**src/rtl/bcd_excess3_serial.sv**
```systemverilog
// Bit-serial BCD to Excess-3 converter, LSB first, NDIG digits per frame.
// Define BCD_ERR_CHECK_EN to compile in invalid-digit (10..15) detection on dig_err.
module bcd_excess3_serial #(
  parameter int NDIG = 4
) (
  input  logic clk,
  input  logic rst_n,
  input  logic in_valid,
  input  logic in_start,
  input  logic in_bit,
  output logic out_valid,
  output logic out_bit,
  output logic dig_done,
  output logic frame_done,
  output logic dig_err
);

  localparam int DW = (NDIG > 1) ? $clog2(NDIG) : 1;
  localparam logic [DW-1:0] DIG_LAST = DW'(NDIG - 1);

  logic [1:0]    bit_idx_q, bit_idx_d;
  logic [DW-1:0] dig_idx_q, dig_idx_d;
  logic          carry_q, carry_d;
  logic          out_valid_q, out_valid_d;
  logic          out_bit_q, out_bit_d;
  logic          dig_done_q, dig_done_d;
  logic          frame_done_q, frame_done_d;
  logic          dig_err_q, dig_err_d;

  logic [1:0]    eff_bit_s;
  logic [DW-1:0] eff_dig_s;
  logic          eff_carry_s;
  logic          k_s;
  logic          sum_s;
  logic          cout_s;
  logic          digit_bad_s;

`ifdef BCD_ERR_CHECK_EN
  // Bits 0..2 of the digit are held; bit 3 is taken live when the digit completes.
  logic [2:0] cap_q, cap_d;
`endif

  // Position/carry of the bit being accepted; in_start forces bit 0 of digit 0.
  always_comb begin
    eff_bit_s   = bit_idx_q;
    eff_dig_s   = dig_idx_q;
    eff_carry_s = carry_q;
    if (in_start) begin
      eff_bit_s = 2'd0;
      eff_dig_s = '0;
    end else begin
      eff_bit_s = bit_idx_q;
      eff_dig_s = dig_idx_q;
    end
    if (eff_bit_s == 2'd0) begin
      eff_carry_s = 1'b0;
    end else begin
      eff_carry_s = carry_q;
    end
    case (eff_bit_s)
      2'd0:    k_s = 1'b1;
      2'd1:    k_s = 1'b1;
      2'd2:    k_s = 1'b0;
      2'd3:    k_s = 1'b0;
      default: k_s = 1'b0;
    endcase
    sum_s  = in_bit ^ k_s ^ eff_carry_s;
    cout_s = (in_bit & k_s) | (in_bit & eff_carry_s) | (k_s & eff_carry_s);
  end

`ifdef BCD_ERR_CHECK_EN
  // Digit value > 9 once its top bit arrives.
  always_comb begin
    digit_bad_s = ({in_bit, cap_q} > 4'd9);
  end
`else
  // Detection compiled out.
  always_comb begin
    digit_bad_s = 1'b0;
  end
`endif

  // Next-state: advance only on in_valid; pulses default low.
  always_comb begin
    bit_idx_d    = bit_idx_q;
    dig_idx_d    = dig_idx_q;
    carry_d      = carry_q;
    out_valid_d  = 1'b0;
    out_bit_d    = out_bit_q;
    dig_done_d   = 1'b0;
    frame_done_d = 1'b0;
    dig_err_d    = 1'b0;
`ifdef BCD_ERR_CHECK_EN
    cap_d        = cap_q;
`endif
    if (in_valid) begin
      out_valid_d = 1'b1;
      out_bit_d   = sum_s;
      carry_d     = cout_s;
      bit_idx_d   = eff_bit_s + 2'd1;
`ifdef BCD_ERR_CHECK_EN
      if (eff_bit_s != 2'd3) begin
        cap_d[eff_bit_s] = in_bit;
      end else begin
        cap_d = cap_q;
      end
`endif
      if (eff_bit_s == 2'd3) begin
        dig_done_d = 1'b1;
        dig_err_d  = digit_bad_s;
        if (eff_dig_s == DIG_LAST) begin
          dig_idx_d    = '0;
          frame_done_d = 1'b1;
        end else begin
          dig_idx_d    = eff_dig_s + DW'(1);
          frame_done_d = 1'b0;
        end
      end else begin
        dig_idx_d = eff_dig_s;
      end
    end else begin
      out_valid_d = 1'b0;
    end
  end

  // State and registered outputs.
  always_ff @(posedge clk or negedge rst_n) begin
    if (!rst_n) begin
      bit_idx_q    <= 2'd0;
      dig_idx_q    <= '0;
      carry_q      <= 1'b0;
      out_valid_q  <= 1'b0;
      out_bit_q    <= 1'b0;
      dig_done_q   <= 1'b0;
      frame_done_q <= 1'b0;
      dig_err_q    <= 1'b0;
`ifdef BCD_ERR_CHECK_EN
      cap_q        <= 3'd0;
`endif
    end else begin
      bit_idx_q    <= bit_idx_d;
      dig_idx_q    <= dig_idx_d;
      carry_q      <= carry_d;
      out_valid_q  <= out_valid_d;
      out_bit_q    <= out_bit_d;
      dig_done_q   <= dig_done_d;
      frame_done_q <= frame_done_d;
      dig_err_q    <= dig_err_d;
`ifdef BCD_ERR_CHECK_EN
      cap_q        <= cap_d;
`endif
    end
  end

  assign out_valid  = out_valid_q;
  assign out_bit    = out_bit_q;
  assign dig_done   = dig_done_q;
  assign frame_done = frame_done_q;
  assign dig_err    = dig_err_q;

endmodule
```
**config.mk**
```make
export PLATFORM = sky130hd
export DESIGN_NAME = bcd_excess3_serial
export DESIGN_NICKNAME = d
export VERILOG_FILES = /design/src/rtl/bcd_excess3_serial.sv
export SDC_FILE = /design/constraint.sdc
export NUM_CORES = 1
export LEC_CHECK = 0
export BUFFER_PORTS_ARGS = -buffer_cell sky130_fd_sc_hd__buf_2
export CAP_MARGIN = 20
export CELL_PAD_IN_SITES_DETAIL_PLACEMENT = 1
export CELL_PAD_IN_SITES_GLOBAL_PLACEMENT = 1
export CORE_MARGIN = 2
export CORE_UTILIZATION = 32
export CTS_CLUSTER_DIAMETER = 50
export DETAILED_ROUTE_END_ITERATION = 10
export GPL_ROUTABILITY_DRIVEN = 1
export PLACE_DENSITY = 0.65
export SLEW_MARGIN = 20
export SYNTH_ARGS = -nofsm -noshare
export SYNTH_HDL_FRONTEND = slang
export SYNTH_SLANG_ARGS = --single-unit
```
**constraint.sdc**
```tcl
create_clock -name clk -period 5.5 [get_ports clk]
set_clock_uncertainty 0.2 [all_clocks]
set_input_delay 1.1 -clock clk [delete_from_list [all_inputs] [get_ports clk]]
set_output_delay 1.1 -clock clk [all_outputs]
set_load 0.02 [all_outputs]
```
==> results_dict.tcl, run 1 <==
set metrics [dict create \
    fin_tns_setup_ns 0 \
    hp-class "reg2reg" \
    syn_area_per_cell_um2 12.8 \
    p_clk_share_pct 29.4 \
    antenna_found_initial 0 \
    synthToLayoutAreaGrowth_pct 14.8 \
    grt_max_degree 12 \
    final_area_um2 513 \
    clock.fmax_ghz 0.389 \
    p_int_w 0.000123 \
    start_util_pct 34.3 \
    drt_wl_total_um 750 \
    htree_levels 1 \
    cts.repair.resized 0 \
    crit_type "in2reg" \
    crit_required_ns 5.44 \
    arrival_ns 2.51 \
    grt_overflow 0 \
    ys_async_sr_fraction_pct 100 \
    ant_nets 0 \
    port_buffers 8 \
    power_per_cell_area_nw_per_um2 334 \
    crit_path_end_kind "flip-flop" \
    period_share_pct 46.8 \
    antenna_cells 0 \
    grt_pass1_wl_um 1270 \
    final_max_slew_viol_count 0 \
    critPathLaunchType "input pin" \
    post_drt_wl_per_cell_um 12.5 \
    pwr-share-seq_pct 47.8 \
    grt_pass1_vias 299 \
    synth_cells 35 \
    cap_violations 0 \
    dpl-instance-area_um2 487 \
    post-cts-setup-buffer-count 0 \
    die_w_um 41.4 \
    cts_root_buf "clkbuf_4" \
    finalWorstSetupSlack_ns 2.93 \
    path_clk_slew_ns 0.06 \
    rsz0062_at_grt "false" \
    final_cell_mix "dfrtp_1, buf_2" \
    num-nets-final 55 \
    final.min_clock_period_ns 2.57 \
    ios 10 \
    fillCellCount 154 \
    synth.net_count 44 \
    vias 276 \
    finalHoldViolCount 0 \
    core_um2 1300 \
    clk_latency_ns 0.25 \
    final_common_cell "dfrtp_1" \
    setup_viol 0 \
    final_core_util_pct 39.4 \
    cts_buffers 3 \
    clk_path_buf_depth 2 \
    grt_usage_pct 12.5 \
    critPathMaxFanout 6 \
    holdWs_ns 0.309 \
    status "finished clean" \
    firstDrtPassIters 2 \
    cts.sinks 9 \
    post-dp-hpwl_um 606 \
    layout-drive-gt1-share_pct 40.0 \
    yosysSeqAreaShare_pct 50.4 \
    power.leakage_nw 0.270 \
    p_sw_w 0.0000486 \
    drc 0 \
    ys_ff_latch 9 \
    yosysUniqueCellTypes 18 \
    ir_worst_vdd_v 0.000117 \
    cts_tree "yes" \
    yosysWarnings 0 \
    combPwrFrac_pct 22.7 \
    netlist_area_um2 447 \
    hold_buffers 0 \
    ys.flop_type "dfrtp_1" \
    routabilityCongestion 0.726 \
    pre_cts_ws_ns 2.65 \
    power_switching_share_pct 28.4 \
    drt_iter0_drc 1 \
    synth_edf_count 0 \
    core.rowCount 13 \
    die_area_um2 1710 \
    die_h_um 41.4 \
    viasPerCell 4.60 \
]
Yosys cell counts, types with 2 or more instances:
master / count / area, um^2
a21oi_1: 2 / 10.0
and2b_1: 2 / 15.0
dfrtp_1: 9 / 225
ha_1: 3 / 37.5
inv_1: 2 / 7.51
mux2_2: 3 / 33.8
nor2b_1: 3 / 18.8
metal layers:
| metal | part of all wire, % | up-vias | global-route usage [%] |
|---|---|---|---|
| li1 | - | 133 | - |
| met5 | 0 | - | 0 |
| met1 | 39 | 136 | 13.5 |
| met3 | 4.9 | 2 | 3.19 |
| met4 | 1.1 | 0 | 12.1 |
| met2 | 54 | 5 | 19.5 |
kinds of logic (layout without fill, tap and decap cells):
group | after synthesis | after routing | synth area share, %
flip-flops | 9 | 9 | 50.4
AND/OR/NAND/NOR | 9 | 9 | 13.4
AO/OA/AOI/OAI | 5 | 5 | 8.96
adder cells (fa/ha/maj) | 4 | 4 | 12.9
buffers and inverters | 4 | 14 | 5.88
multiplexers | 3 | 3 | 7.56
other | 1 | 1 | 0.840
path summary, 6_finish.rpt:
path | slack, ns | cells past startpoint | endpoint | from
setup / recovery | 2.93 | 7 | out_bit | in_start
hold / removal | 0.31 | 1 | out_bit | out_bit
setup reg to reg | 3.53 | 6 | out_bit | bit_idx_q[0]
hold reg to reg | 0.31 | 1 | out_bit | out_bit
max in group asynchronous | 4.43 | 1 | carry_q | rst_n
min in group asynchronous | 0.49 | 1 | dig_done | rst_n
critical path, cell delays in order:
cell	delay [ns]
buf_2	0.13
nor2b_1	0.21
inv_1	0.07
ha_1	0.19
nor2b_1	0.13
fa_1	0.42
mux2_2	0.27
flip-flops by register name (all words and copies together), names as in the netlist:
| signal | count |
|---|---|
| out_bit | 1 |
| dig_done | 1 |
| frame_done | 1 |
| bit_idx_q | 2 |
| dig_idx_q | 2 |
| carry_q | 1 |
| out_valid | 1 |
metrics by stage:
step | std cells | total power [W]
2_1_floorplan | 35 | 0.000111
5_1_grt | 60 | 0.000186
3_5_place_dp | 56 | 0.000123
6_report | 60 | 0.000171
3_3_place_gp | 56 | 0.000120
4_1_cts | 60 | 0.000175
area by class of cell:
cell class	instances	area [um^2]	area share (%)
clock buffer	4	26.3	5.12
multi-input combinational	22	195	38.0
timing repair buffer	8	40.0	7.80
sequential	9	225	43.9
tap	15	18.8	3.66
inverter	2	7.51	1.46
power by group through the flow:
stage / Clock (W) / Combinational, W / Sequential, W
finish: 0.0000504 / 0.0000390 / 0.0000819
CTS: 0.0000526 / 0.0000404 / 0.0000819
detailed placement: 0 / 0.0000403 / 0.0000831
floorplan: 0 / 0.0000233 / 0.0000877
global placement: 0 / 0.0000373 / 0.0000822
global route: 0.0000572 / 0.0000450 / 0.0000836
(Power assumes the default switching activity.)
==> run 2: changes to the inputs <==
- clock period: 5.5 -> 2.5 ns (I/O delays scaled with it)
==> results_dict.tcl, run 2 (synthesis results as in run 1) <==
set metrics [dict create \
    status "finished clean" \
    post-dp-hpwl_um 597 \
    grt_usage_pct 11.4 \
    setup_viol 0 \
    crit_path_end_kind "flip-flop" \
    hp-class "in2reg" \
    ios 10 \
    cts_root_buf "clkbuf_4" \
    viasPerCell 4.59 \
    path_clk_slew_ns 0.06 \
    r2r_end "out_bit" \
    die_area_um2 1710 \
    dp.cells 56 \
    worstPathCellList "nor2b_1 > inv_1 > ha_1 > nor2b_1 > fa_1 > mux2_2" \
    layout-drive-gt1-share_pct 39.1 \
    cp_num_cells 6 \
    final.min_clock_period_ns 2.00 \
    layout.cells.non_filler 61 \
    grt_max_degree 12 \
    crit_required_ns 2.44 \
    final_cell_mix "dfrtp_1, buf_2" \
    routabilityCongestion 0.721 \
    cts.sinks 9 \
    power.leakage_nw 0.274 \
    max_stage_delay_ns 0.42 \
    drt_wl_total_um 732 \
    port_buffers 8 \
    route.met2.wl_um 400 \
    path_delay_family "adder cells" \
    firstDrtPassIters 4 \
    synthToLayoutAreaGrowth_pct 17.1 \
    crit_end "out_bit" \
    crit_start "bit_idx_q[0]" \
    dpl-instance-area_um2 487 \
    grt_pass1_wl_um 1200 \
    routed.top_layer "met3" \
    power_per_cell_area_nw_per_um2 714 \
    die_h_um 41.4 \
    clk_path_buf_depth 2 \
    rsz0062_at_grt "false" \
    ir_worst_vdd_v 0.000310 \
    htree_levels 1 \
    routed-wl-met3_um 44 \
    cts_buffers 3 \
    antenna_cells 0 \
    drc 0 \
    cts.repair.resized 0 \
    die_w_um 41.4 \
    clk_latency_ns 0.25 \
    cp_common_cell "nor2b_1" \
    crit_type "reg2reg" \
    critPathLaunchType "flip-flop" \
    final_area_um2 523 \
    core_um2 1300 \
    post_drt_wl_per_cell_um 12.0 \
    drt_iter0_drc 1 \
    fin_tns_setup_ns 0 \
    ant_nets 0 \
    reg_top3 "bit_idx_q (2), dig_idx_q (2)" \
    vias 280 \
    r2r_setup_slack_ns 0.50 \
    grt_overflow 0 \
    core.rowCount 13 \
    clock.fmax_ghz 0.501 \
    start_util_pct 34.3 \
    slowest_stage "fa_1" \
    wl_met1_um 287 \
    r2r-start "bit_idx_q[0]" \
    cap_violations 0 \
    min_path_cells 1 \
    antenna_found_initial 0 \
    critical_path_buf_inv_count 1 \
    final_max_slew_viol_count 0 \
    r2r_cells 6 \
    critPathMaxFanout 3 \
    period_share_pct 79.8 \
    cts_tree "yes" \
    grt_pass1_vias 299 \
    finalHoldViolCount 0 \
    arrival_ns 1.93 \
    num-nets-final 56 \
    holdWs_ns 0.289 \
    final_common_cell "dfrtp_1" \
]
-- run 2: changes by cell type in the layout (fill, tap and decap cells not counted), sizes merged --
cell	before	now
dlygate4sd3	0	1
-- run 2: power breakdown --
group	switching (W)	leakage, nW	internal, W
sequential	0.0000106	0.113	0.000169
clock	0.0000459	0.0150	0.0000612
combinational	0.0000466	0.147	0.0000397
-- run 2: area by class of cell --
type	instances	area, um^2
sequential	9	225
tap	15	18.8
timing repair buffer	9	50.0
fill	154	778
multi-input combinational	22	195
inverter	2	7.51
clock buffer	4	26.3
-- run 2: worst reg2reg max path, cell delays in order, from the launching register on --
cell,delay [ns]
dfrtp_1,0.35
nor2b_1,0.24
inv_1,0.07
ha_1,0.20
nor2b_1,0.13
fa_1,0.42
mux2_2,0.27
-- run 2: worst min-delay path by stage --
stage,slack (ns),end,from
final,0.29,out_valid,in_valid
after floorplan,0.004,bit_idx_q[0],rst_n
after global placement,0.16,dig_idx_q[1],rst_n
after detailed placement,0.16,dig_idx_q[0],rst_n
after global routing,0.28,out_valid,in_valid
after CTS,0.28,out_valid,in_valid
-- run 2: metal layers --
layer	vias up	GRT usage, %
li1	136	-
met1	135	10.9
met2	9	19.9
met3	0	6.38
met4	0	4.84
met5	-	0
-- run 2: timing repair --
item / 4_1_cts / 5_1_grt
buffers inserted: 0 / 0
hold buffers: 1 / 0
setup endpoints to repair: 0 / 0
endpoints found under the hold margin: 9 / 0
-- run 2: stage by stage --
step / utilization, % / total power, W / setup WS, ns
2_1_floorplan: - / 0.000244 / 0.487
3_3_place_gp: 37.4 / 0.000264 / 0.310
3_5_place_dp: 37.4 / 0.000270 / 0.227
4_1_cts: 40.2 / 0.000381 / 0.488
5_1_grt: 40.2 / 0.000402 / 0.385
6_report: 40.2 / 0.000373 / 0.505
